==> src/rtl/approx_mul_pipe.sv <==
// Pipelined approximate N x N unsigned multiplier built from four half-width partial
// products, with a per-transaction accuracy mode and a saturating completion counter.
module approx_mul_pipe #(
  parameter int N     = 8,
  parameter int CNT_W = 16
) (
  input  logic             clk,
  input  logic             rst,
  input  logic             in_valid,
  output logic             in_ready,
  input  logic [N-1:0]     in_a,
  input  logic [N-1:0]     in_b,
  input  logic [1:0]       in_mode,
  output logic             out_valid,
  input  logic             out_ready,
  output logic [2*N-1:0]   out_prod,
  output logic [CNT_W-1:0] op_count
);
  localparam int H = N / 2;

  localparam logic [1:0] MODE_DROP_LL = 2'd1;
  localparam logic [1:0] MODE_HH_ONLY = 2'd2;

  // Handshake: a transfer happens on a rising edge where valid and ready are both high.
  // Once out_valid is high, out_prod holds until out_ready is seen. in_ready depends
  // combinationally on out_ready, because the whole pipe advances as one unit.
  logic en;
  logic v1, v2, v3;

  logic [N-1:0]   a1, b1;
  logic [1:0]     m1, m2;
  logic [N-1:0]   hh2, hl2, lh2, ll2;
  logic [2*N-1:0] p3;

  assign en        = !v3 || out_ready;
  assign in_ready  = en;
  assign out_valid = v3;
  assign out_prod  = p3;

  // Stage 1 -> 2: exact half-width partial products, zero-extended to full width.
  logic [H-1:0] ah, al, bh, bl;
  logic [N-1:0] hh_c, hl_c, lh_c, ll_c;

  assign ah   = a1[N-1:H];
  assign al   = a1[H-1:0];
  assign bh   = b1[N-1:H];
  assign bl   = b1[H-1:0];
  assign hh_c = {{(N-H){1'b0}}, ah} * {{(N-H){1'b0}}, bh};
  assign hl_c = {{(N-H){1'b0}}, ah} * {{(N-H){1'b0}}, bl};
  assign lh_c = {{(N-H){1'b0}}, al} * {{(N-H){1'b0}}, bh};
  assign ll_c = {{(N-H){1'b0}}, al} * {{(N-H){1'b0}}, bl};

  // Stage 2 -> 3: recombination at 2N+1 bits; the carry bit is provably zero.
  logic [N:0]   mid;
  logic [2*N:0] hh_w, mid_w, ll_w, sum;

  always_comb begin
    mid   = {1'b0, hl2} + {1'b0, lh2};
    hh_w  = {1'b0, hh2, {N{1'b0}}};
    mid_w = {{(N-H){1'b0}}, mid, {H{1'b0}}};
    ll_w  = {{(N+1){1'b0}}, ll2};
    sum   = hh_w + mid_w + ll_w;
    case (m2)
      MODE_DROP_LL: sum = hh_w + mid_w;
      MODE_HH_ONLY: sum = hh_w;
      default:      sum = hh_w + mid_w + ll_w;
    endcase
    assert (!sum[2*N]);
  end

  always_ff @(posedge clk or posedge rst) begin
    if (rst) begin
      v1  <= 1'b0;
      v2  <= 1'b0;
      v3  <= 1'b0;
      a1  <= '0;
      b1  <= '0;
      m1  <= '0;
      m2  <= '0;
      hh2 <= '0;
      hl2 <= '0;
      lh2 <= '0;
      ll2 <= '0;
      p3  <= '0;
    end else if (en) begin
      v1 <= in_valid;
      v2 <= v1;
      v3 <= v2;
      if (in_valid) begin
        a1 <= in_a;
        b1 <= in_b;
        m1 <= in_mode;
      end
      if (v1) begin
        hh2 <= hh_c;
        hl2 <= hl_c;
        lh2 <= lh_c;
        ll2 <= ll_c;
        m2  <= m1;
      end
      if (v2) p3 <= sum[2*N-1:0];
    end
  end

  always_ff @(posedge clk or posedge rst) begin
    if (rst) begin
      op_count <= '0;
    end else if (v3 && out_ready && (op_count != '1)) begin
      op_count <= op_count + 1'b1;
    end
  end

endmodule
==> config.mk <==
export PLATFORM = sky130hd
export DESIGN_NAME = approx_mul_pipe
export DESIGN_NICKNAME = d
export VERILOG_FILES = /design/src/rtl/approx_mul_pipe.sv
export SDC_FILE = /design/constraint.sdc
export NUM_CORES = 1
export LEC_CHECK = 0
export CORE_UTILIZATION = 30
export DETAILED_ROUTE_END_ITERATION = 6
export GPL_TIMING_DRIVEN = 0
export SLEW_MARGIN = 0
export SYNTH_ARGS = -nofsm -noshare
export SYNTH_HDL_FRONTEND = slang
export SYNTH_SLANG_ARGS = --single-unit
==> constraint.sdc <==
create_clock -name clk -period 3.9 [get_ports clk]
set_clock_uncertainty 0.2 [all_clocks]
set_input_delay 0.585 -clock clk [delete_from_list [all_inputs] [get_ports clk]]
set_output_delay 0.585 -clock clk [all_outputs]
set_load 0.02 [all_outputs]
==> impl_metrics.tcl, run 1 <==
set metrics [dict create \
    crit_required_ns 3.97 \
    clock-root-buffer "clkbuf_16" \
    cts_sinks 87 \
    crit_top_cell "ha_1" \
    grt_pass1_vias 4191 \
    status "complete, no violations" \
    dr_total_vias 4366 \
    worst_setup_path_start_kind "register" \
    drv_slew 0 \
    first_iter_violations 151 \
    syn_avg_cell_area_um2 9.95 \
    synth-seq-cells 87 \
    die_height_um 143 \
    path_cells "ha_1, a21o_1, a21oi_2, nor2b_1, o21a_1, o41a_1, xor2_1, ha_1, nand4b_1, and3b_2, or2_4, or4_1, a31oi_1" \
    coreArea_um2 19500 \
    setup_ws_ns 0.100 \
    viasPerCell 4.63 \
    layout-drive-gt1-share 0.112 \
    synth_cell_type_count 51 \
    cts_hold_buffers 0 \
    die_area_um2 20600 \
    dpl.hpwl_mm 9.73 \
    synth-seq-area-share 0.363 \
    period_needed_ns 3.80 \
    synth-edff-count 0 \
    hold_violations 0 \
    dpl_worst_slack_ns -0.0143 \
    reg2reg_depth 13 \
    layout.nets 783 \
    synth_flop_cell "dfrtp_1" \
    grt_max_degree 73 \
    post_drt_wl_per_cell_um 13.4 \
    final-setup-viol-count 0 \
    clk_pin_slew_ns 0.06 \
    period_share 0.974 \
    slowest_stage "or4_1" \
    holdPathStages 2 \
    globalplace.congestion 0.795 \
    syn_nets 712 \
    netlist_instances 603 \
    power_leakage_uw 0.00345 \
    start_util 0.307 \
    grt_overflow 0 \
    rows 51 \
    cp-end-kind "register" \
    finalPower_uw 6580 \
    cts_buffers 9 \
    fmax_ghz 0.263 \
    syn_to_final_growth_pct 22.4 \
    worst_pin_slew_ns 0.582 \
    diodes 0 \
    antenna_found_initial 0 \
    firstDrtPassIters 4 \
    grt.total_usage 0.132 \
    htreeDepth 3 \
    io_buffers 55 \
    route.detailed.drc 0 \
    final_cells 944 \
    placed_cells 924 \
    ys_warn_count 0 \
    drv_cap 0 \
    die_w_um 143 \
    rsz0062_at_grt "true" \
    powerDensity_nw_per_um2 896 \
    relSlewSlack 0.612 \
    max_stage_delay_ns 0.46 \
    synth_area_um2 6000 \
    crit_arrival_ns 3.87 \
    critPathMaxFanout 4 \
    worstSkewPairLatency_ns 0.34 \
    cts_tree "done" \
    ir_worst_vdd_uv 353 \
    grt_first_pass_wirelength_mm 21.3 \
    min-delay-path-class "register to register" \
    ant_nets 0 \
    worstSetupPathType "register to register" \
    wl_mm 12.6 \
    clockBufferDepth 2 \
    async_reset_ff_frac 1.00 \
    tns_ns 0 \
    ios 56 \
]
-- per-layer routing --
metal  track usage  share of wire  vias up
met5             0              0        -
met4        0.0353          0.011        0
met3        0.0250          0.025       10
met2         0.192           0.43       60
met1         0.196           0.54     2082
li1              -              -     2214
-- report_power, final --
group	total (uW)	switching, uW	internal [uW]
Sequential	1600	365	1230
Clock	912	386	526
Combinational	4070	2180	1890
-- metrics by stage --
stage / utilization / hold slack (ns) / cell area (um^2)
2_1_floorplan: - / 0.251 / 6000
3_3_place_gp: 0.352 / 0.256 / 6880
3_5_place_dp: 0.354 / 0.257 / 6910
4_1_cts: 0.370 / 0.273 / 7230
5_1_grt: 0.376 / 0.298 / 7350
6_report: 0.376 / 0.267 / 7350
-- worst max-delay path, delay by kind of cell (launching register included) --
| family | cells | cell delay [ns] |
|---|---|---|
| fa+ha+maj | 2 | 0.68 |
| xor+xnor | 1 | 0.15 |
| simple gates | 5 | 1.25 |
| flops | 1 | 0.41 |
| compound gates | 5 | 1.02 |
-- kinds of logic (layout without fill, tap and decap cells) --
kind of cell | after synthesis | in the layout | share of synthesized area
adder cells (fa/ha/maj) | 87 | 87 | 0.205
buffers and inverters | 56 | 132 | 0.0350
multiplexers | 35 | 35 | 0.0653
AO/OA/AOI/OAI | 100 | 100 | 0.107
flip-flops | 87 | 87 | 0.363
XOR/XNOR | 47 | 47 | 0.0686
AND/OR/NAND/NOR | 191 | 191 | 0.156
-- final timing paths --
check | endpoint | from | slack, ns
setup reg to reg | out_prod[15] | hl2[1] | 0.10
hold reg to reg | out_prod[3] | out_prod[3] | 0.27
setup / recovery | out_prod[15] | hl2[1] | 0.10
max in group asynchronous | hh2[1] | rst | 2.57
min in group asynchronous | b1[1] | rst | 0.32
hold / removal | out_prod[3] | out_prod[3] | 0.27
-- placed cells by master (no fill, tap or decap), types with 4 or more instances in the layout --
| master | count |
|---|---|
| a21oi_1 | 23 |
| nand2_1 | 83 |
| a211oi_1 | 6 |
| mux2_2 | 33 |
| inv_1 | 43 |
| o21bai_1 | 6 |
| nor3_1 | 4 |
| o21ai_0 | 30 |
| nand3_1 | 12 |
| xnor2_1 | 25 |
| buf_4 | 4 |
| clkbuf_1 | 12 |
| and3_1 | 4 |
| clkbuf_16 | 9 |
| a221oi_1 | 6 |
| ha_1 | 66 |
| clkdlybuf4s50_1 | 55 |
| a21o_1 | 13 |
| xor2_1 | 19 |
| nor2_1 | 25 |
| dfrtp_1 | 87 |
| fa_1 | 18 |
| and2_1 | 35 |
| nor2b_1 | 4 |
-- repair_timing --
action	in CTS	in global routing
pin swaps	0	10
resized for setup	1	19
buffers inserted	0	4
endpoints found under the setup margin	1	3
hold endpoints to repair	0	0
-- layout make-up --
class | instances | area, um^2
tap | 265 | 332
clock buffer | 10 | 239
multi-input combinational | 460 | 3700
sequential | 87 | 2180
inverter | 44 | 168
clock inverter | 6 | 76.3
timing repair buffer | 60 | 608
fill | 2014 | 12200
buffer | 12 | 45.0
-- synthesized netlist by cell type (all sizes together), types with 4 or more instances --
cell | number | area share
o21ai | 30 | 0.025
dfrtp | 87 | 0.36
nand2b | 4 | 0.0046
a21oi | 26 | 0.022
inv | 44 | 0.028
nor3 | 4 | 0.0033
nand4 | 4 | 0.0052
and3 | 4 | 0.0042
nand2 | 83 | 0.052
nor2 | 28 | 0.018
xnor2 | 28 | 0.041
clkbuf | 12 | 0.0075
mux2 | 33 | 0.062
a221oi | 6 | 0.0088
fa | 19 | 0.063
and2 | 35 | 0.036
nor2b | 4 | 0.0042
a21o | 13 | 0.016
xor2 | 19 | 0.028
nand3 | 12 | 0.010
o21bai | 6 | 0.0075
a211oi | 7 | 0.0096
ha | 68 | 0.14
-- sequential cells by signal, summed over array words and instances (netlist names) --
| name | count |
|---|---|
| op_count | 16 |
| out_prod | 16 |
| a1 | 8 |
| b1 | 8 |
| hh2 | 8 |
| hl2 | 8 |
| lh2 | 8 |
| ll2 | 8 |
| m1 | 2 |
| m2 | 2 |
| out_valid | 1 |
| v1 | 1 |
| v2 | 1 |
Note: power is estimated with default switching activity, not from simulation.
==> inputs of run 2 (changes only) <==
CORE_MARGIN = 4   (was not set)
==> impl_metrics.tcl, run 2 (synthesis gave the netlist of run 1 again) <==
set metrics [dict create \
    status "complete, no violations" \
    relSlewSlack 0.600 \
    period_needed_ns 3.73 \
    coreArea_um2 19600 \
    final_common_cell "dfrtp_1" \
    setup_ws_ns 0.175 \
    p_sw_uw 2900 \
    layout-drive-gt1-share 0.115 \
    critPathMaxFanout 4 \
    layout_common_cells "87 x dfrtp_1, 83 x nand2_1, 66 x ha_1, 55 x clkdlybuf4s50_1, 43 x inv_1" \
    regArea_um2 2180 \
    cts_tree "done" \
    drv_slew 0 \
    grt.total_usage 0.118 \
    dpl_worst_slack_ns 0.0271 \
    grt_overflow 0 \
    final-setup-viol-count 0 \
    viasPerCell 4.62 \
    dpl_cell_area_um2 6910 \
    grt_max_degree 73 \
    power_leakage_uw 0.00344 \
    period_share 0.955 \
    combinationalPowerShare 0.621 \
    route.detailed.drc 0 \
    min-delay-path-class "register to register" \
    firstDrtPassIters 4 \
    fillers 1995 \
    cts_sinks 87 \
    post_drt_wl_per_cell_um 13.5 \
    die_area_um2 22300 \
    crit_required_ns 3.96 \
    grt_pass1_vias 4181 \
    grt_first_pass_wirelength_mm 21.4 \
    first_iter_violations 130 \
    drv_cap 0 \
    tns_ns 0 \
    htreeDepth 3 \
    dpl.hpwl_mm 9.99 \
    io_buffers 55 \
    start_util 0.306 \
    clockBufferDepth 2 \
    clk_pin_slew_ns 0.07 \
    rows 51 \
    ios 56 \
    post-route-util 0.374 \
    seq_power_share 0.248 \
    multi_input_area_um2 3690 \
    dr_total_vias 4366 \
    worstSetupPathType "register to register" \
    die_height_um 149 \
    worst_pin_slew_ns 0.600 \
    layout.nets 785 \
    clock-root-buffer "clkbuf_16" \
    die_w_um 149 \
    crit_arrival_ns 3.79 \
    wl_mm 12.8 \
    hold_violations 0 \
    cp-end-kind "register" \
    worst_setup_path_start_kind "register" \
    fin_area_um2 7320 \
    ant_nets 0 \
    syn_to_final_growth_pct 22.0 \
    cts_hold_buffers 0 \
    worstSkewPairLatency_ns 0.35 \
    ir_worst_vdd_uv 345 \
    clkPwrFrac 0.131 \
    p_int_uw 3510 \
    antenna_found_initial 0 \
    cts_buffers 9 \
    globalplace.congestion 0.739 \
    fmax_ghz 0.268 \
    diodes 0 \
    p_sw_frac 0.452 \
    rsz0062_at_grt "true" \
    powerDensity_nw_per_um2 875 \
]
[run 2: final timing paths]
path,from,end,slack [ns],depth (start not counted)
max,lh2[1],out_prod[15],0.17,14
min,out_prod[0],out_prod[0],0.26,2
max reg2reg,lh2[1],out_prod[15],0.17,14
min reg2reg,out_prod[0],out_prod[0],0.26,2
max in group asynchronous,rst,hh2[3],2.58,3
min in group asynchronous,rst,b1[6],0.32,2
[run 2: per-stage QoR]
step | power (uW) | hold WS, ns | instances
3_5_place_dp | 5360 | 0.261 | 924
4_1_cts | 6270 | 0.276 | 940
3_3_place_gp | 5320 | 0.260 | 923
6_report | 6410 | 0.265 | 946
2_1_floorplan | 4360 | 0.251 | 603
5_1_grt | 7070 | 0.311 | 946
[run 2: cell type report]
class | count | share of cell area
timing repair buffer | 62 | 0.0851
tap | 265 | 0.0453
clock inverter | 7 | 0.00838
multi-input combinational | 460 | 0.504
inverter | 44 | 0.0229
sequential | 87 | 0.297
clock buffer | 9 | 0.0308
buffer | 12 | 0.00615
[run 2: repair_timing]
action | in CTS | in global routing
resized for setup | 1 | 18
pin swaps | 0 | 15
setup buffers | 0 | 6
endpoints found under the setup margin | 1 | 4
[run 2: worst max-delay path, cell delays in order, from the launching register on]
cell and delay [ns]:
dfrtp_1 0.41, ha_1 0.30, a21o_1 0.19, a21oi_2 0.15
nor2b_1 0.06, o21a_1 0.19, o41a_1 0.33, xor2_1 0.15
ha_1 0.35, nor2_2 0.15, a211oi_2 0.07, o21a_2 0.27
xnor2_4 0.15, or4_1 0.50, a31oi_1 0.18
[run 2: layer usage]
layer  global-route usage  routed length, um  vias up
met5                    0                  0        -
met4               0.0165                 64        0
met3               0.0279                392        5
met2                0.176               5540       54
met1                0.178               6760     2081
li1                     -                  -     2226
[run 2: power groups by stage]
stage	Clock, uW	Combinational [uW]	Sequential [uW]
4_1_cts	872	3810	1590
5_1_grt	905	4510	1650
2_1_floorplan	0	2770	1590
3_3_place_gp	0	3720	1600
3_5_place_dp	0	3750	1610
6_report	839	3980	1590
